**src/rtl/cache_types_pkg.sv**
```systemverilog
// cache_types_pkg: shared widths, beat index type and adapter FSM states
// for the cacheline burst adapter.
package cache_types_pkg;
    localparam int LINE_W = 256;
    localparam int BEAT_W = 64;
    localparam int BEATS  = 4;
    typedef logic [1:0] beat_idx_t;
    typedef enum logic [1:0] {IDLE, READ, WRITE, DONE} adapter_state_e;
endpackage

```
**src/rtl/burst_beat_counter.sv**
```systemverilog
// burst_beat_counter: 2-bit beat count that maps to a line slot
// by offsetting it with the burst's start beat.
module burst_beat_counter
    import cache_types_pkg::*;
(
    input  logic       clk,
    input  logic       rst_n,
    input  logic       clear,
    input  logic       advance,
    input  logic [1:0] start_beat,
    output logic [1:0] beat_idx,
    output logic       last
);
    beat_idx_t r_count;

    always_ff @(posedge clk or negedge rst_n) begin
        if (!rst_n)
            r_count <= '0;
        else if (clear)
            r_count <= '0;
        else if (advance)
            r_count <= r_count + 2'd1;
    end

    assign beat_idx = start_beat + r_count;
    assign last     = (r_count == 2'd3) && advance;
endmodule

```
**src/rtl/cacheline_burst_adapter.sv**
```systemverilog
// cacheline_burst_adapter: 256-bit line requests <-> four 64-bit bursts.
// CACHELINE_ADAPTER_CRITICAL_WORD_FIRST_EN starts bursts at the addressed beat and wraps.
module cacheline_burst_adapter
    import cache_types_pkg::*;
(
    input  logic         clk,
    input  logic         rst_n,
    input  logic [31:0]  line_address,
    output logic [255:0] line_rdata,
    input  logic [255:0] line_wdata,
    input  logic         line_read,
    input  logic         line_write,
    output logic         line_resp,
    output logic [31:0]  burst_address,
    input  logic [63:0]  burst_rdata,
    output logic [63:0]  burst_wdata,
    output logic         burst_read,
    output logic         burst_write,
    input  logic         burst_resp
);
    adapter_state_e    r_state;
    logic [LINE_W-1:0] r_line_buf;
    logic [LINE_W-1:0] r_wbuf;
    beat_idx_t         r_start_beat;
    beat_idx_t         w_beat_idx;
    beat_idx_t         w_start;
    logic [31:0]       w_base;
    logic              w_clear;
    logic              w_advance;
    logic              w_last;

`ifdef CACHELINE_ADAPTER_CRITICAL_WORD_FIRST_EN
    assign w_start = line_address[4:3];
    assign w_base  = line_address & ~32'h7;
`else
    assign w_start = '0;
    assign w_base  = line_address & ~32'h1F;
`endif

    assign w_clear     = (r_state == IDLE);
    assign w_advance   = burst_resp && (r_state == READ || r_state == WRITE);
    assign line_rdata  = r_line_buf;
    assign burst_wdata = r_wbuf[{w_beat_idx, 6'b0} +: BEAT_W];

    burst_beat_counter u_cnt (
        .clk        (clk),
        .rst_n      (rst_n),
        .clear      (w_clear),
        .advance    (w_advance),
        .start_beat (r_start_beat),
        .beat_idx   (w_beat_idx),
        .last       (w_last)
    );

    always_ff @(posedge clk or negedge rst_n) begin
        if (!rst_n) begin
            r_state       <= IDLE;
            line_resp     <= 1'b0;
            burst_read    <= 1'b0;
            burst_write   <= 1'b0;
            burst_address <= '0;
            r_wbuf        <= '0;
            r_line_buf    <= '0;
            r_start_beat  <= '0;
        end else begin
            line_resp <= 1'b0;
            case (r_state)
                IDLE: begin
                    // write has priority when a requester misbehaves and raises both
                    if (line_write) begin
                        r_state       <= WRITE;
                        burst_write   <= 1'b1;
                        burst_address <= w_base;
                        r_start_beat  <= w_start;
                        r_wbuf        <= line_wdata;
                    end else if (line_read) begin
                        r_state       <= READ;
                        burst_read    <= 1'b1;
                        burst_address <= w_base;
                        r_start_beat  <= w_start;
                    end
                end
                READ: begin
                    if (burst_resp)
                        r_line_buf[{w_beat_idx, 6'b0} +: BEAT_W] <= burst_rdata;
                    if (w_last) begin
                        r_state    <= DONE;
                        burst_read <= 1'b0;
                        line_resp  <= 1'b1;
                    end
                end
                WRITE: begin
                    if (w_last) begin
                        r_state     <= DONE;
                        burst_write <= 1'b0;
                        line_resp   <= 1'b1;
                    end
                end
                DONE: r_state <= IDLE;
            endcase
        end
    end

    a_single_request: assert property (@(posedge clk) disable iff (!rst_n)
        !(r_state == IDLE && line_read && line_write))
        else $warning("cacheline_burst_adapter: line_read and line_write both high in IDLE");
endmodule

```
**config.mk**
```make
export PLATFORM = sky130hd
export DESIGN_NAME = cacheline_burst_adapter
export DESIGN_NICKNAME = d
export VERILOG_FILES = /design/src/rtl/cache_types_pkg.sv /design/src/rtl/burst_beat_counter.sv /design/src/rtl/cacheline_burst_adapter.sv
export SDC_FILE = /design/constraint.sdc
export NUM_CORES = 1
export LEC_CHECK = 0
export ABC_AREA = 1
export CORE_AREA = 4 4 273 275
export DETAILED_ROUTE_END_ITERATION = 10
export DIE_AREA = 0 0 277 279
export HOLD_SLACK_MARGIN = 0.05
export PLACE_DENSITY_LB_ADDON = 0.08
export SKIP_LAST_GASP = 1
export SYNTH_ARGS = -nofsm -noshare
export SYNTH_HDL_FRONTEND = slang
export SYNTH_SLANG_ARGS = --single-unit
```
**constraint.sdc**
```tcl
create_clock -name clk -period 2 [get_ports clk]
set_input_delay 0.3 -clock clk [delete_from_list [all_inputs] [get_ports clk]]
set_output_delay 0.3 -clock clk [all_outputs]
set_load 0.05 [all_outputs]
```
==> impl_metrics.env <==
export IMPL_ios=712
export IMPL_port_buffers=701
export IMPL_fin_crit_sh=1.18
export IMPL_drv_cap=0
export IMPL_fin_ws_ns=-0.366
export IMPL_hpwl_mm=63.2
export IMPL_fp_row_count=99
export IMPL_netlist_instances=2757
export IMPL_slowest_stage="dfrtp_4"
export IMPL_slew_viol_final=0
export IMPL_wirelength_mm=100
export IMPL_seq_area_frac_synth=0.595
export IMPL_ys_async_sr_fraction=1.00
export IMPL_drcViolationCount=0
export IMPL_clock_path_buffers=3
export IMPL_synth_cell_types=24
export IMPL_nets=3860
export IMPL_fmax_mhz=423
export IMPL_path_cells="buf_16, o21ai_0, o22ai_2, buf_4"
export IMPL_grt_overflow_total=0
export IMPL_outcome="complete, but fails checks"
export IMPL_end_kind="primary output"
export IMPL_wl_met3_mm=7.87
export IMPL_grt_pass1_vias=21614
export IMPL_critPathArrivalTime_ns=2.07
export IMPL_cp_start_kind="flip-flop"
export IMPL_critPathKind="reg2out"
export IMPL_synth_area_leader_cell="dfrtp_1"
export IMPL_slowest_delay_ns=0.51
export IMPL_met1Wirelength_mm=38.6
export IMPL_synthTopCellsByCount="nand2_1 (1345), dfrtp_1 (546), o21ai_0 (258), nor2_1 (171), nand3_1 (102)"
export IMPL_viasPerCell=4.85
export IMPL_fp_coreArea_um2=72300
export IMPL_yosysTopAreaCellShare=0.595
export IMPL_htree_levels=2
export IMPL_finalSetupViolations=291
export IMPL_drive_gt1_frac=0.145
export IMPL_ctsRootBufferMaster="clkbuf_16"
export IMPL_first_pass_iters=5
export IMPL_power_density_nw_per_um2=1690
export IMPL_wl_per_cell_um=22.2
export IMPL_clk_pin_slew_ns=0.06
export IMPL_finalHoldViolCount=0
export IMPL_fp_dieH_um=279
export IMPL_synthFlopType="dfrtp_1"
export IMPL_dr_first_iter_drc_count=1486
export IMPL_vias=21865
export IMPL_crit_fanout=22
export IMPL_synth_warnings=0
export IMPL_fill_cells=6822
export IMPL_hp_class="in2reg"
export IMPL_gp_congestion=0.843
export IMPL_grt_pass1_wl_mm=137
export IMPL_grt_max_degree=78
export IMPL_initial_core_util=0.317
export IMPL_fin_worst_skew_ns=0.0251
export IMPL_yosysMostFrequentCell="nand2_1"
export IMPL_violations="setup timing"
export IMPL_final_antenna_net_count=0
export IMPL_rsz0062_at_grt="yes"
export IMPL_area_delta_synth_final_pct=59.2
export IMPL_holdWs_ns=0.217
export IMPL_wl_met2_mm=50.2
export IMPL_clk_latency_ns=0.61
export IMPL_numClockSinks=546
export IMPL_ir_drop_mv=1.25
export IMPL_dieWidth_um=277
export IMPL_avgSynthCellArea_um2=8.32
export IMPL_grt_usage=0.226
export IMPL_cts_buffers=60
export IMPL_synth_ff_latch_count=546
export IMPL_finalSetupTns_ns=-35.28
export IMPL_synth_edf_count=0
export IMPL_multi_input_area_um2=8950
export IMPL_post_route_min_period_ns=2.37
export IMPL_netlist_area_um2=22900
export IMPL_top_layer="met5"
export IMPL_required_ns=1.70
export IMPL_synth_area_leaders="dfrtp_1 (60%), nand2_1 (22%), o21ai_0 (5.6%)"
export IMPL_cts_tree="yes"
export IMPL_p_leak_nw=21.5
export IMPL_seq_area_um2=13700
export IMPL_tightest_slew_ns=0.621
export IMPL_grt_antenna_before_repair=22
export IMPL_die_area_um2=77300
export IMPL_slew_headroom=0.586
power by group:
group	switching [W]	internal [W]
Sequential	0.00226	0.0149
Clock	0.00461	0.00636
Combinational	0.0211	0.0124
Total	0.0279	0.0337
timing repair:
action / 4_1_cts / 5_1_grt
hold buffers: 1 / 0
gates cloned: 6 / 42
resized for setup: 25 / 504
hold endpoints to repair: 129 / 0
pin swaps: 5 / 35
buffers inserted: 8 / 18
endpoints found under the setup margin: 299 / 552
final timing paths:
check / cells after the start / slack [ns] / startpoint / to
worst max register to register: 14 / -0.20 / u_cnt.r_count[0] / line_rdata[252]
max in group asynchronous: 3 / 0.84 / rst_n / r_wbuf[249]
worst min register to register: 2 / 0.47 / line_rdata[88] / line_rdata[88]
min in group asynchronous: 2 / 0.26 / rst_n / r_wbuf[137]
worst max-delay path: 4 / -0.37 / u_cnt.r_count[0] / burst_wdata[51]
worst min-delay path: 3 / 0.22 / line_wdata[200] / r_wbuf[200]
routing by layer:
| layer | vias to the layer above | global-route usage |
|---|---|---|
| met5 | - | 0 |
| met4 | 26 | 0.0537 |
| met3 | 195 | 0.0682 |
| met2 | 805 | 0.391 |
| met1 | 10621 | 0.279 |
| li1 | 10218 | - |
cell families (layout without fill, tap and decap cells):
family	Yosys count	after routing	synth area share
other	1	15	0.000163
buffers and inverters	232	1013	0.0450
and+or+nand+nor	1625	1625	0.273
AOI/OAI and AO/OA	344	344	0.0819
adders and majority gates	9	9	0.00491
DFF	546	546	0.595
cell type report:
cell class	count	share of cell area
Timing Repair Buffer	851	0.287
Clock buffer	91	0.0487
Inverter	50	0.00620
Tap cell	959	0.0328
Timing Repair inverter	2	0.000891
Multi-Input combinational cell	1983	0.245
Clock inverter	19	0.00428
Antenna cell	10	0.000685
Sequential cell	546	0.374
flip-flops by register name, indices dropped and copies added, names as in the netlist:
| register | flops |
|---|---|
| u_cnt.r_count | 2 |
| burst_write | 1 |
| r_state | 2 |
| line_resp | 1 |
| line_rdata | 256 |
| burst_address | 27 |
| burst_read | 1 |
| r_wbuf | 256 |
placed cells by master, fill, tap and decap left out, types with 2 or more instances in the layout:
cell type        Yosys  routed
buf_6               10      33
dlymetal6s2s_1       0     233
clkbuf_8             0      15
dfrtp_1            546     544
inv_2                2       6
buf_8                0       3
buf_4                5      97
nor2_1             171     159
clkinv_2             0      14
buf_12               0      86
o22ai_4              0       2
inv_4                0       3
nand3_1            102     101
inv_1               47      39
ha_1                 9       6
conb_1               1       5
o21ai_0            258     105
bufinv_16            0       2
inv_6                0       4
nor2_2               4      10
nand2_1           1345    1341
ha_4                 0       2
o21ai_1              1     123
o21ai_2             20      49
o21ai_4              0       2
nor2_4               0       6
clkbuf_1           101      16
clkdlybuf4s50_1      0     352
o22ai_2              0      62
buf_16               0      16
clkbuf_16            0      90
nand2_4              0       2
nand2_2              1       2
diode_2              0      10
worst max-delay path: cells and delay by family (launching register included):
| kind | cells | cell delay, ns |
|---|---|---|
| AOI/OAI and AO/OA | 2 | 0.51 |
| buffers and inverters | 2 | 0.39 |
| DFF | 1 | 0.51 |
stage by stage:
step / area, µm² / power (W) / cells / util / setup slack [ns]
after floorplan: 23400 / 0.0352 / 2761 / - / -0.0336
after global placement: 32100 / 0.0475 / 4318 / 0.444 / 0.0655
after detailed placement: 32100 / 0.0478 / 4318 / 0.444 / 0.0694
after CTS: 34400 / 0.0600 / 4443 / 0.476 / -0.508
after global routing: 36500 / 0.0649 / 4504 / 0.505 / -0.457
final: 36500 / 0.0616 / 4511 / 0.505 / -0.366
No activity file was read; power rests on OpenSTA's default activity.
